**config.mk**
```make
export PLATFORM = sky130hd
export DESIGN_NAME = coin_acceptor
export DESIGN_NICKNAME = d
export VERILOG_FILES = /design/src/rtl/vend_pkg.sv /design/src/rtl/sync2.sv /design/src/rtl/coin_acceptor.sv
export SDC_FILE = /design/constraint.sdc
export NUM_CORES = 1
export LEC_CHECK = 0
export CORE_MARGIN = 5
export CORE_UTILIZATION = 30
export DETAILED_ROUTE_END_ITERATION = 10
export PLACE_DENSITY = 0.56
export SKIP_LAST_GASP = 1
export SLEW_MARGIN = 40
export SYNTH_ARGS = -nofsm -noshare
export SYNTH_HDL_FRONTEND = slang
export SYNTH_HIERARCHICAL = 1
export SYNTH_SLANG_ARGS = --single-unit
```
**constraint.sdc**
```tcl
create_clock -name clk -period 1.9 [get_ports clk]
set_clock_uncertainty 0.15 [all_clocks]
set_input_delay 0.285 -clock clk [delete_from_list [all_inputs] [get_ports clk]]
set_output_delay 0.285 -clock clk [all_outputs]
set_load 0.01 [all_outputs]
```
**src/rtl/vend_pkg.sv**
```systemverilog
// Shared definitions for the vending front end: coin codes, coin value
// decode and the coin acceptor state encoding.
package vend_pkg;

  localparam int unsigned COIN_W  = 2;
  localparam int unsigned VALUE_W = 3;

  localparam logic [COIN_W-1:0] COIN_NONE = 2'b00;
  localparam logic [COIN_W-1:0] COIN_1    = 2'b01;
  localparam logic [COIN_W-1:0] COIN_2    = 2'b10;
  localparam logic [COIN_W-1:0] COIN_5    = 2'b11;

  typedef enum logic [1:0] {
    ST_IDLE           = 2'd0,
    ST_BOUNCE_PRESS   = 2'd1,
    ST_PRESSED        = 2'd2,
    ST_BOUNCE_RELEASE = 2'd3
  } acc_state_e;

  // Monetary value of a coin code.
  function automatic logic [VALUE_W-1:0] coin_value(input logic [COIN_W-1:0] code);
    logic [VALUE_W-1:0] v;
    case (code)
      COIN_1:  v = 3'd1;
      COIN_2:  v = 3'd2;
      COIN_5:  v = 3'd5;
      default: v = 3'd0;
    endcase
    return v;
  endfunction

endpackage

```
**src/rtl/sync2.sv**
```systemverilog
// Two-flop synchroniser for asynchronous inputs, W bits wide.
// Ports: clk, reset (async active-high), d (raw input), q (synchronised).
module sync2 #(
  parameter int unsigned W = 1
) (
  input  logic         clk,
  input  logic         reset,
  input  logic [W-1:0] d,
  output logic [W-1:0] q
);

  logic [W-1:0] meta;

  always_ff @(posedge clk or posedge reset) begin
    if (reset) begin
      meta <= '0;
      q    <= '0;
    end else begin
      meta <= d;
      q    <= meta;
    end
  end

endmodule

```
**src/rtl/coin_acceptor.sv**
```systemverilog
// Coin acceptor front end: debounces the next button into a single pulse per
// press, latches the coin selection at that moment, and either credits the
// coin to a running total or diverts it to the reject path.
// Ports: clk, reset (async active-high), btn_next (raw button), coin_sel (raw
// switches), accept_en (from vending FSM); outputs next, coin_in, reject,
// reject_code, total, busy.
module coin_acceptor
  import vend_pkg::*;
#(
  parameter int unsigned DEBOUNCE_CYCLES = 4,
  parameter int unsigned TOTAL_W         = 8
) (
  input  logic               clk,
  input  logic               reset,
  input  logic               btn_next,
  input  logic [1:0]         coin_sel,
  input  logic               accept_en,
  output logic               next,
  output logic [1:0]         coin_in,
  output logic               reject,
  output logic [1:0]         reject_code,
  output logic [TOTAL_W-1:0] total,
  output logic               busy
);

  localparam int unsigned CNT_W = (DEBOUNCE_CYCLES > 2) ? $clog2(DEBOUNCE_CYCLES) : 1;
  localparam logic [CNT_W-1:0] CNT_LAST = CNT_W'(DEBOUNCE_CYCLES - 1);

  logic             btn_s;
  logic [1:0]       sel_s;
  acc_state_e       state, state_n;
  logic [CNT_W-1:0] cnt, cnt_n;
  logic             press;
  logic             next_n, reject_n, busy_n;
  logic [1:0]       coin_in_n, reject_code_n;
  logic [TOTAL_W-1:0] total_n;

  sync2 #(.W(1)) u_sync_btn (
    .clk   (clk),
    .reset (reset),
    .d     (btn_next),
    .q     (btn_s)
  );

  sync2 #(.W(2)) u_sync_sel (
    .clk   (clk),
    .reset (reset),
    .d     (coin_sel),
    .q     (sel_s)
  );

  // State, counter and output registers.
  always_ff @(posedge clk or posedge reset) begin
    if (reset) begin
      state       <= ST_IDLE;
      cnt         <= '0;
      next        <= 1'b0;
      coin_in     <= COIN_NONE;
      reject      <= 1'b0;
      reject_code <= COIN_NONE;
      total       <= '0;
      busy        <= 1'b0;
    end else begin
      state       <= state_n;
      cnt         <= cnt_n;
      next        <= next_n;
      coin_in     <= coin_in_n;
      reject      <= reject_n;
      reject_code <= reject_code_n;
      total       <= total_n;
      busy        <= busy_n;
    end
  end

  // Debounce FSM; the press action fires on the edge entering PRESSED.
  always_comb begin
    state_n       = state;
    cnt_n         = cnt;
    press         = 1'b0;
    next_n        = 1'b0;
    reject_n      = 1'b0;
    coin_in_n     = coin_in;
    reject_code_n = reject_code;
    total_n       = total;

    case (state)
      ST_IDLE: begin
        if (btn_s) begin
          state_n = ST_BOUNCE_PRESS;
          cnt_n   = '0;
        end
      end
      ST_BOUNCE_PRESS: begin
        if (!btn_s) begin
          state_n = ST_IDLE;
        end else if (cnt == CNT_LAST) begin
          state_n = ST_PRESSED;
          press   = 1'b1;
        end else begin
          cnt_n = cnt + CNT_W'(1);
        end
      end
      ST_PRESSED: begin
        if (!btn_s) begin
          state_n = ST_BOUNCE_RELEASE;
          cnt_n   = '0;
        end
      end
      ST_BOUNCE_RELEASE: begin
        if (btn_s) begin
          state_n = ST_PRESSED;
        end else if (cnt == CNT_LAST) begin
          state_n = ST_IDLE;
        end else begin
          cnt_n = cnt + CNT_W'(1);
        end
      end
      default: begin
        state_n = ST_IDLE;
        cnt_n   = '0;
      end
    endcase

    // Coin handling sampled only on the press edge.
    if (press) begin
      next_n = 1'b1;
      if (accept_en) begin
        coin_in_n = sel_s;
        total_n   = total + TOTAL_W'(coin_value(sel_s));
      end else begin
        coin_in_n = COIN_NONE;
        if (sel_s != COIN_NONE) begin
          reject_n      = 1'b1;
          reject_code_n = sel_s;
        end
      end
    end

    busy_n = (state_n != ST_IDLE);
  end

endmodule

```
# [Word level (Yosys, flattened, before mapping)]
# Cells that the tools add are included.
# W data, S select, Z words.
[word_totals] register_bits=25 word_cells=56 input_bits=6 out_inout_bits=15
[classes] n_eq_ne=11 reduce_logical=6 n_mux=24 add_sub_neg=2 bitwise_logic=1
[op_table] cell="$mux W2" n=12
[op_table] cell="$pmux W2 S4" n=2
[op_table] cell="$eq A2 B2 Y1 const B" n=5
[op_table] cell="$pmux W3 S3" n=1
[op_table] cell="$add A8 B3 Y8" n=1
[op_table] cell="$mux W1" n=7
[op_table] cell="$mux W3" n=2
[op_table] cell="$eq A2 B1 Y1 const B" n=2
[op_table] cell="$ne A2 B1 Y1 const B" n=2
[op_table] cell="$ne A2 B2 Y1 const B" n=2
[op_table] cell="$reduce_and A4 Y1" n=1
[op_table] cell="$reduce_bool A2 Y1" n=2
[op_table] cell="$reduce_and A3 Y1" n=1
[op_table] cell="$add A2 B1 Y2 const B" n=1
[op_table] cell="$logic_not A2 Y1" n=1
[op_table] cell="$reduce_and A2 Y1" n=1
[op_table] cell="$not A1 Y1" n=1

# [Longest topological paths before layout]
[logic_depth] ltp_word=6 ltp_mapped=7 ltp_nobuf=6

# [Modules after synthesis]
# Netlist, hierarchy kept.
[by_module_without_submodules] mod="coin_acceptor" area_per_inst_um2=942.2 seq_area_each_um2=475.5 cells_each=82 n_inst=1
[by_module_without_submodules] mod="sync2 at u_sync_sel" area_per_inst_um2=103.8 seq_area_each_um2=100.1 cells_each=5 n_inst=1
[by_module_without_submodules] mod="sync2 at u_sync_btn" area_per_inst_um2=53.8 seq_area_each_um2=50.0 cells_each=3 n_inst=1

# [Worst setup path after synthesis]
# No wires, ideal clock.
[synth_path] path_kind="reg2reg" startpoint="register u_sync_sel.q[0]" endpoint="register total[4]" path_buffers=1 period_less_slack_ns=2.058 path_stages_with_launch=8 t_arrival_ns=1.828 setup_time_ns=0.079 path_slack_ns=-0.158 required_time_ns=1.671 cell_sequence="dfrtp_1 -> clkbuf_1 -> ha_1 -> inv_1 -> fa_1 -> or2b_4 -> a2111oi_4 -> xor2_1"
[synth_via] elab_chain_len=5 elab_cells_between_ends=7 cone_classes="add/sub: 1; eq/ne: 3; mux: 3"
[synth_rtl] element="start, declared" line_no="sync2.sv:9" text="output logic [W-1:0] q"
[synth_rtl] element="start signal, assigned" line_no="sync2.sv:20" text="q <= meta;"
[synth_rtl] element="$eq A2 B2 Y1 or $eq A2 B1 Y1 (tied branches)" line_no="vend_pkg.sv:23" text="case (code)"
[synth_rtl] element="$pmux W3 S3 (*)" line_no="vend_pkg.sv:23"
[synth_rtl] element="$mux W3 (*)" line_no="coin_acceptor.sv:127" text="if (accept_en) begin"
[synth_rtl] element="$mux W3 (*)" line_no="coin_acceptor.sv:125" text="if (press) begin"
[synth_rtl] element="$add A8 B3 Y8 (*)" line_no="coin_acceptor.sv:129" text="total_n = total + TOTAL_W'(coin_value(sel_s));"
[synth_rtl] element="end signal, assigned" line_no="coin_acceptor.sv:70" text="total <= total_n;"
[synth_rtl] element="end, declared" line_no="coin_acceptor.sv:22" text="output logic [TOTAL_W-1:0] total,"
# Every way passes the cells marked *; elsewhere a longest branch is shown, timed or not. The select of a mux whose other input is x is not followed.
# A chain may end at the register's enable or synchronous reset.

# [Worst setup path after layout]
# Ends and elaborated chain as after synthesis.

==> impl_metrics.csv <==
group,metric,value,unit
route,vias_per_cell,4.48,
route,initialDrtViolationCount,19,
cells_and_area,num-fill-cells,364,
clock_network,cts_root_buf,"clkbuf_8",
floorplan,start_util,30.5,%
clock_network,numCtsBuffers,3,
sta,fmax,0.514,GHz
critical_path,crit_type,"reg -> reg",
yosys,synth_cells,90,
run_status,violations,"negative setup slack",
pwr,max-vdd-ir-drop,0.394,mV
route,wl_per_cell,12.2,um
critical_path,critPathLaunchType,"flop",
floorplan,dieArea,4980,um2
critical_path,crit_fanout,4,
sta,whs,0.0552,ns
global_routing,grt_util_met1,11.4,%
critical_path,cp_top_family,"adder cells",
global_routing,grt_pass1_wl,3700,um
yosys,netlist_area,1100,um2
place,numPortBuffers,20,
cells_and_area,syn2layout_area_growth,35.7,%
cells_and_area,diodes,0,
yosys,synth.most_common_cell,"dfrtp_1",
cells_and_area,final_layout_size_suffix_gt1_share,23.8,%
critical_path,arrival,2.00,ns
yosys,netlist.area_leader.share,56.9,%
yosys,synth_common_cells,"dfrtp_1 (25), inv_1 (11), nand2_1 (7)",
place,post-dp-hpwl,1580,um
route,drtAntennaViolNets,0,
clock_network,clk_pin_slew,0.09,ns
clock_network,cts_tree,"done",
critical_path,r2r_cells,6,
pwr,total_power,1.55,mW
yosys,syn_avg_cell_area,12.2,um2
yosys,async_flop_share,100,%
clock_network,clk_latency,0.27,ns
place,post-place-ws,-0.00747,ns
job,maxCapViolations,0,
critical_path,worstPathCellList,"ha_2 -> inv_2 -> fa_2 -> or2b_4 -> a2111oi_4 -> xor2_1",
yosys,yosysWarnings,6,
global_routing,met2_usage,14.6,%
floorplan,die_h,70.5,um
global_routing,busiest_layer,"met2",
clock_network,clock_path_buffers,2,
clock_network,cts_sinks,25,
sta,final.min_clock_period,1.94,ns
global_routing,grt_pass1_vias,834,
yosys,ys_types,27,
floorplan,core_area,3610,um2
critical_path,endpoint_kind,"flop",
sta,slew_violations,0,
critical_path,cpMaxStageDelayCell,"dfrtp_1",
yosys,synth_sequential_area_ratio,56.9,%
sta,fin_ws,-0.0445,ns
hold_path,hold_path_class,"in -> async",
critical_path,crit_buf_inv,1,
global_routing,grt_max_degree,20,
critical_path,regToRegSetupSlack,-0.04,ns
global_routing,antenna_found_initial,0,
floorplan,rows,22,
cells_and_area,regArea,626,um2
route,firstDrtPassIters,4,
route,num_vias,761,
critical_path,max_stage_delay,0.39,ns
global_routing,grt_util_met3,2.84,%
yosys,synth_top_flop_cell,"dfrtp_1",
yosys,synth_edf_count,0,
route,routed_wl,2080,um
pwr,leakagePower,0.693,nW
sta,finalSetupViolCount,1,
cells_and_area,multi_input_area,442,um2
sta,rsz0062_at_grt,"true",
sta,worst_slew_pin_slew,0.323,ns
yosys,syn_nets,101,
clock_network,htreeDepth,1,
yosys,synth.area.top_cells,"dfrtp_1 (57%), xor2_1 (4.8%), ha_1 (4.6%), inv_1 (3.8%), mux2_2 (3.1%)",
critical_path,crit-reg2reg-launch,"u_sync_sel/q[0]",
global_routing,grt_overflow,0,
sta,min_period_over_period,102,%
route,drc,0,
critical_path,required,1.96,ns
floorplan,ioPinCount,21,
place,gp_congestion,0.781,
cells_and_area,nets,134,
critical_path,r2r-end,"total[4]",
floorplan,die-width,70.5,um
sta,slew_headroom,78.3,%
run_status,run_status,"finished with violations",
yosys,ys_seq_elements,25,
sta,hold_viol_final,0,
pwr,powerDensity,1040,nW/um2
global_routing,grt.total_usage,9.35,%
yosys,yosys.area.top_type,"dfrtp_1",
[kinds of logic (layout without fill, tap and decap cells)]
group,Yosys count,after routing,share of synthesized area [%]
flops,25,25,56.9
simple gates,24,24,12.9
compound gates,13,13,10.1
buf+inv,13,45,5.12
xor+xnor,7,7,5.57
fa+ha+maj,5,5,6.37
mux,3,3,3.07
[metal layers]
metal	vias up	wire length, um
met2	22	981
met1	368	905
met5	-	0
met4	0	57
met3	5	130
li1	366	-
[how the worst max path moves through the flow]
stage | to | slack [ns] | cells after the start | startpoint
finish | total[4] | -0.04 | 6 | u_sync_sel/q[0]
global route | total[4] | -0.12 | 6 | u_sync_sel/q[0]
CTS | total[4] | -0.03 | 6 | u_sync_sel/q[0]
detailed placement | total[4] | -0.007 | 5 | u_sync_sel/q[0]
global placement | total[4] | 0.005 | 5 | u_sync_sel/q[0]
floorplan | total[4] | -0.05 | 7 | u_sync_sel/q[0]
[area by class of cell]
cell class              instances  share of cell area (%)
well taps                      48                    4.02
clock buffers                   3                    2.77
inverters                      11                    2.77
repair buffers                 30                    18.4
clock inverters                 1                   0.503
flip-flops and latches         25                    41.9
multi-input cells              52                    29.6
[cell usage in the layout, fill, tap and decap left out, types with 3 or more instances in the layout]
cell / n
ha_1: 3
inv_1: 10
nand3_1: 5
nand2_1: 7
clkdlybuf4s50_1: 20
xor2_1: 6
mux2_2: 3
clkbuf_8: 3
o21ai_0: 5
dfrtp_1: 25
buf_4: 10
[power breakdown]
part,internal [mW],switching (mW)
combinational,0.289,0.213
sequential,0.646,0.0834
clock,0.149,0.172
total,1.08,0.468
[flip-flops by register name, indices dropped and copies added (netlist names)]
| register | flops |
|---|---|
| reject_code | 2 |
| next | 1 |
| reject | 1 |
| busy | 1 |
| u_sync_btn/q | 1 |
| cnt | 2 |
| coin_in | 2 |
| state | 2 |
| total | 8 |
| u_sync_btn/meta | 1 |
| u_sync_sel/meta | 2 |
| u_sync_sel/q | 2 |
[what timing repair did]
item,CTS,global route
setup buffers,1,0
hold buffers,0,0
gates resized for setup,2,3
pin swaps,2,0
setup endpoints to repair,2,3
[metrics by stage]
step	utilization, %	area [um2]	std cells	TNS [ns]
2_1_floorplan	-	1100	90	-0.0790
3_3_place_gp	39.2	1420	165	0
3_5_place_dp	39.2	1420	165	-0.00894
4_1_cts	41.1	1480	170	-0.0504
5_1_grt	41.4	1490	170	-0.212
6_report	41.4	1490	170	-0.0445
(Power assumes the default switching activity.)
